<file path="src/rtl/mem_imm_hazard.sv">
// Unified 256-byte instruction/data memory, ID-stage immediate decoder and
// load-use hazard detector for the pipelined RV32I core.
module mem_imm_hazard (
    input  logic        clk,
    input  logic        rst,
    input  logic        mem_read,
    input  logic        mem_write,
    input  logic [2:0]  funct3,
    input  logic [7:0]  mem_addr,
    input  logic [31:0] mem_data_in,
    output logic [31:0] mem_data_out,
    input  logic [31:0] inst,
    output logic [31:0] imm_out,
    input  logic [4:0]  if_id_rs1,
    input  logic [4:0]  if_id_rs2,
    input  logic [4:0]  id_ex_rd,
    input  logic        id_ex_mem_read,
    output logic        stall
);

    localparam logic [2:0] F3_B  = 3'b000;
    localparam logic [2:0] F3_H  = 3'b001;
    localparam logic [2:0] F3_BU = 3'b100;
    localparam logic [2:0] F3_HU = 3'b101;

    logic [31:0] mem_q [0:63];
    logic [31:0] mem_word_d;
    logic [31:0] rd_word;
    logic [31:0] rd_shift;
    logic [7:0]  rd_byte;
    logic [15:0] rd_half;
    logic [5:0]  word_idx;

    assign word_idx = mem_addr[7:2];

    // Read path and read-modify-write merge share the addressed word.
    always_comb begin
        rd_word  = mem_q[word_idx];
        rd_shift = rd_word >> {mem_addr[1:0], 3'b000};
        rd_byte  = rd_shift[7:0];
        rd_half  = mem_addr[1] ? rd_word[31:16] : rd_word[15:0];

        mem_data_out = 32'h0;
        if (mem_read && !rst) begin
            case (funct3)
                F3_B:    mem_data_out = {{24{rd_byte[7]}}, rd_byte};
                F3_BU:   mem_data_out = {24'h0, rd_byte};
                F3_H:    mem_data_out = {{16{rd_half[15]}}, rd_half};
                F3_HU:   mem_data_out = {16'h0, rd_half};
                default: mem_data_out = rd_word;
            endcase
        end

        mem_word_d = rd_word;
        case (funct3)
            F3_B: begin
                case (mem_addr[1:0])
                    2'd0:    mem_word_d[7:0]   = mem_data_in[7:0];
                    2'd1:    mem_word_d[15:8]  = mem_data_in[7:0];
                    2'd2:    mem_word_d[23:16] = mem_data_in[7:0];
                    default: mem_word_d[31:24] = mem_data_in[7:0];
                endcase
            end
            F3_H: begin
                if (mem_addr[1]) mem_word_d[31:16] = mem_data_in[15:0];
                else             mem_word_d[15:0]  = mem_data_in[15:0];
            end
            default: mem_word_d = mem_data_in;
        endcase
    end

    // Memory contents survive reset; reset only blocks writes.
    always_ff @(posedge clk) begin
        if (mem_write && !rst) begin
            mem_q[word_idx] <= mem_word_d;
        end
    end

    always_comb begin
        imm_out = 32'h0;
        case (inst[6:0])
            7'b0000011, 7'b1100111: imm_out = {{20{inst[31]}}, inst[31:20]};
            7'b0010011: begin
                if (inst[14:12] == 3'b001 || inst[14:12] == 3'b101)
                    imm_out = {27'h0, inst[24:20]};
                else
                    imm_out = {{20{inst[31]}}, inst[31:20]};
            end
            7'b0100011: imm_out = {{20{inst[31]}}, inst[31:25], inst[11:7]};
            7'b1100011: imm_out = {{19{inst[31]}}, inst[31], inst[7], inst[30:25], inst[11:8], 1'b0};
            7'b0110111, 7'b0010111: imm_out = {inst[31:12], 12'h0};
            7'b1101111: imm_out = {{11{inst[31]}}, inst[31], inst[19:12], inst[20], inst[30:21], 1'b0};
            default: imm_out = 32'h0;
        endcase
    end

    // rs2 is compared even for instructions that do not read it.
    always_comb begin
        stall = 1'b0;
        if (!rst && id_ex_mem_read && (id_ex_rd != 5'd0) &&
            ((id_ex_rd == if_id_rs1) || (id_ex_rd == if_id_rs2)))
            stall = 1'b1;
    end

endmodule

</file>
<file path="config.mk">
export PLATFORM = sky130hd
export DESIGN_NAME = mem_imm_hazard
export DESIGN_NICKNAME = d
export VERILOG_FILES = /design/src/rtl/mem_imm_hazard.sv
export SDC_FILE = /design/constraint.sdc
export NUM_CORES = 2
export LEC_CHECK = 0
export ABC_AREA = 1
export BUFFER_PORTS_ARGS = -buffer_cell sky130_fd_sc_hd__buf_2
export CORE_MARGIN = 2
export CORE_UTILIZATION = 30
export DETAILED_ROUTE_END_ITERATION = 8
export GPL_TIMING_DRIVEN = 1
export PLACE_DENSITY_LB_ADDON = 0.12
export SLEW_MARGIN = 40
export SYNTH_ARGS = -nofsm -noshare
export SYNTH_HDL_FRONTEND = slang
export SYNTH_SLANG_ARGS = --single-unit
</file>
<file path="constraint.sdc">
create_clock -name clk -period 3.7 [get_ports clk]
set_input_delay 0.37 -clock clk [delete_from_list [all_inputs] [get_ports clk]]
set_output_delay 0.37 -clock clk [all_outputs]
set_load 0.005 [all_outputs]
</file>
==> impl_results.md <==
* Initial antenna violation count at 9
* Hold Vio Cnt, Final at 0
* Final Power at between 50 and 60 mW
* Final Non-Filler Cells at 11500
* Final max-slew violation count at 0
* DPL Wire Length at between 150 and 200 mm
* Slew headroom at 0.483
* Reg2Reg Launch Point: mem_q[4][14]
* #FFs+latches synth at about 2000
* Area grow syn2layout at 22.2%
* Top FF cell, synth: edfxtp_1
* Routed Antenna Nets at 0
* Critical path's most frequent cell: nand2_1
* Crit-path max cell delay at 0.40 ns
* Number of filler cells placed in the layout at 27000
* Buf/Inv on CP at 4
* Outcome: complete, no violations
* Die Y at approximately 530 um
* Actual slew at the worst max-slew pin at 0.775 ns
* Largest net degree at the start of global routing at between 80 and 90
* Mapped Cells at just over 7000
* WP depth at 17
* Top flop regs: mem_q: 2048 flops
* Pleak at 37.5 nW
* R2r endpoint: mem_q[8][14]
* Minimum clock period at between 3 and 4 ns
* H-tree depth at 4
* Clk sinks at just over 2000
* Worst path required time at 3.33 ns
* Drt pass-1 iters at 8
* Worst-path clk slew at ~0.060 ns
* Via density at 4.83
* Max reg flops at 2048
* R2R Setup Slk at just over 0.8 ns
* Chip width at between 500 and 600 um
* Pre-CTS WS at -0.183 ns
* GPL Wtd Cong at just over 0.9
* CP cell instances: buf_6 > buf_12 > nand2_1 > nor2_4 > buf_12 > nand2_1 > nand2_1 > nand3b_1 > nand2_1 > nand2_1 > nor2_1 > nand3_1 > nand3_1 > nand2_1 > nand2_1 > a21oi_2 > buf_2
* Wire per inst at between 20 and 30 um
* Top area cells in the synthesized netlist: edfxtp_1 (74%), nand2_1 (13%), a21oi_1 (2.2%)
* Syn_area_per_cell at approximately 12 um^2
* First-pass GRT wire length at 427 mm
* Overall routing resource usage at 0.215
* Final setup margin at 0.0776 ns
* Placeable Area at 0.276 mm^2
* Clock latency on the worst-skew pair at about 0.92 ns
* Largest Register: mem_q
* VDD IR max at ~0.49 mV
* CP endpoint kind: output pin
* Core Util, Final at 0.368
* Yosys warns at 0
* Num CTS Buffers at between 200 and 250
* Slowest-stage cell, CP: nor2_4
* Clk buf depth at 3
* Post-placement cell count at roughly 11000
* Seq/Total Area, Yosys at 0.741
* Worst setup path start: mem_addr[4]
* Final Net Count at roughly 7700
* FP Rows at slightly below 200
* Cell area after synthesis at 0.0830 mm^2
* Grt ovf at 0
* Syn_nets at roughly 7200
* IO Count at 160
* Fin Clk Skew at 0.0769 ns
* CP Max Fanout at 27
* Data arrival time of the critical path at between 3 and 4 ns
* Max frequency at between 0.2 and 0.3 GHz
* Cell Pwr Density at roughly 500 mW/mm^2
* Starting Density at 0.301
* CTS tree: yes
* Yosys cell types at 36
* Final count of negative-setup-slack endpoints at 0
* Max_cap viols at 0
* CP delay by family, top: simple AND/OR/NAND/NOR gates
* Vias at between 50000 and 60000
* Setup crit start kind: input pin
* Root Driver: clkbuf_16
* Share of cells above drive strength 1 at 0.146
* WS Path Type: input pin to output pin
* Asr flop ratio synth at 0
* Routed WL at about 310 mm
* Initial DRC Count at 5060
* Share of the synthesized area in the top cell type at 0.741
* Port bufs at 159
* R2R cell count at 14
* Cts hold-fix bufs at 0
* Biggest area consumer among synthesized cells: edfxtp_1
* DRC viols at 0
* EDFF count, synth at slightly above 2000
* Tightest Hold Check Type: input pin to register
* Via count of the first global-routing pass at about 54000
* CP Capture Point: mem_data_out[2]
* Fin crit share at 0.979
* RSZ-0062 raised after global routing: false
* Die area at 0.281 mm^2
[area by class of cell]
class                           count  area, um^2  share of cell area
Sequential cell                  2048       61500               0.606
Multi-Input combinational cell   4387       19600               0.193
Timing Repair Buffer              669        7590              0.0748
Clock buffer                      276        5800              0.0572
Tap cell                         3705        4640              0.0457
Inverter                          304        1160              0.0115
Clock inverter                    141        1090              0.0107
Antenna cell                        5        12.5            0.000123
[what timing repair did]
item                                    CTS  global route
setup buffers                             0             1
pin swaps                                 1             7
endpoints found under the setup margin   28            29
cloned                                    1             1
gates resized for setup                  28            27
[how the worst min path moves through the flow]
stage	slack, ns	start	cells after the start	end
2_1_floorplan	0.83	id_ex_mem_read	2	stall
3_3_place_gp	1.01	inst[15]	4	imm_out[15]
3_5_place_dp	1.01	inst[9]	4	imm_out[2]
4_1_cts	0.03	mem_data_in[6]	4	mem_q[19][6]
5_1_grt	0.10	mem_data_in[6]	4	mem_q[17][6]
6_report	0.11	mem_data_in[6]	4	mem_q[19][6]
[metrics by stage]
stage               TNS [ns]  area (um^2)  hold slack, ns
floorplan             -12.31        83000           0.825
global route               0       101000           0.101
finish                     0       101000           0.111
global placement       -6.44        94300            1.01
detailed placement     -2.98        94300            1.01
CTS                 -0.00751       101000          0.0343
[where the power goes]
group / internal [mW] / switching, mW / total (mW)
Sequential: 26.0 / 0.0110 / 26.0
Clock: 11.5 / 9.60 / 21.1
Combinational: 1.15 / 2.86 / 4.00
Total: 38.6 / 12.5 / 51.1
[kinds of logic after synthesis]
group	synth area share
buf+inv	0.0331
xor+xnor	0.00106
compound gates	0.0572
simple gates	0.168
flops	0.741
[tightest hold or removal path, stage by stage]
cell,delay [ns]
buf_2,0.11
nand2_1,0.07
nand3_2,0.13
buf_12,0.20
[routing by layer]
layer  wire length (um)  vias to the layer above  track usage
li1                   -                    25700            -
met3              12400                      406       0.0223
met4              13000                        2       0.0846
met5                 11                        -            0
met1             134000                    28200        0.288
met2             146000                     1489        0.357
[cell usage after synthesis (all sizes together), types with 8 or more instances]
cell and n:
nand3b 8, or2 30, clkbuf 151, edfxtp 2048, nand2 2820, o211ai 19, inv 302, o21ai 350
buf 210, a22oi 91, nand4 133, a22o 11, o2111ai 8, nand3 225, nor3 18, a21oi 373
nor2 271
[placed cells by master (no fill, tap or decap), types with 7 or more instances in the layout]
master	synthesis	layout
nor2_4	1	73
nor2_2	0	10
clkbuf_16	0	225
inv_1	299	296
nand2_1	2819	2812
buf_12	0	231
nand3_2	0	23
a22oi_1	91	91
nand4_1	133	133
clkinv_1	2	71
nor3_1	18	8
nand3b_1	8	8
o21ai_2	0	7
nor3_2	0	10
buf_2	163	156
clkinv_16	0	12
or2_2	30	30
o21ai_0	346	334
edfxtp_1	2048	2048
clkbuf_1	151	52
o2111ai_1	8	8
nor2_1	270	188
nand3_1	225	202
buf_4	12	275
a21oi_1	373	367
a22o_1	11	11
clkinv_2	0	46
o211ai_1	19	19
Note: power is estimated with default switching activity, not from simulation.
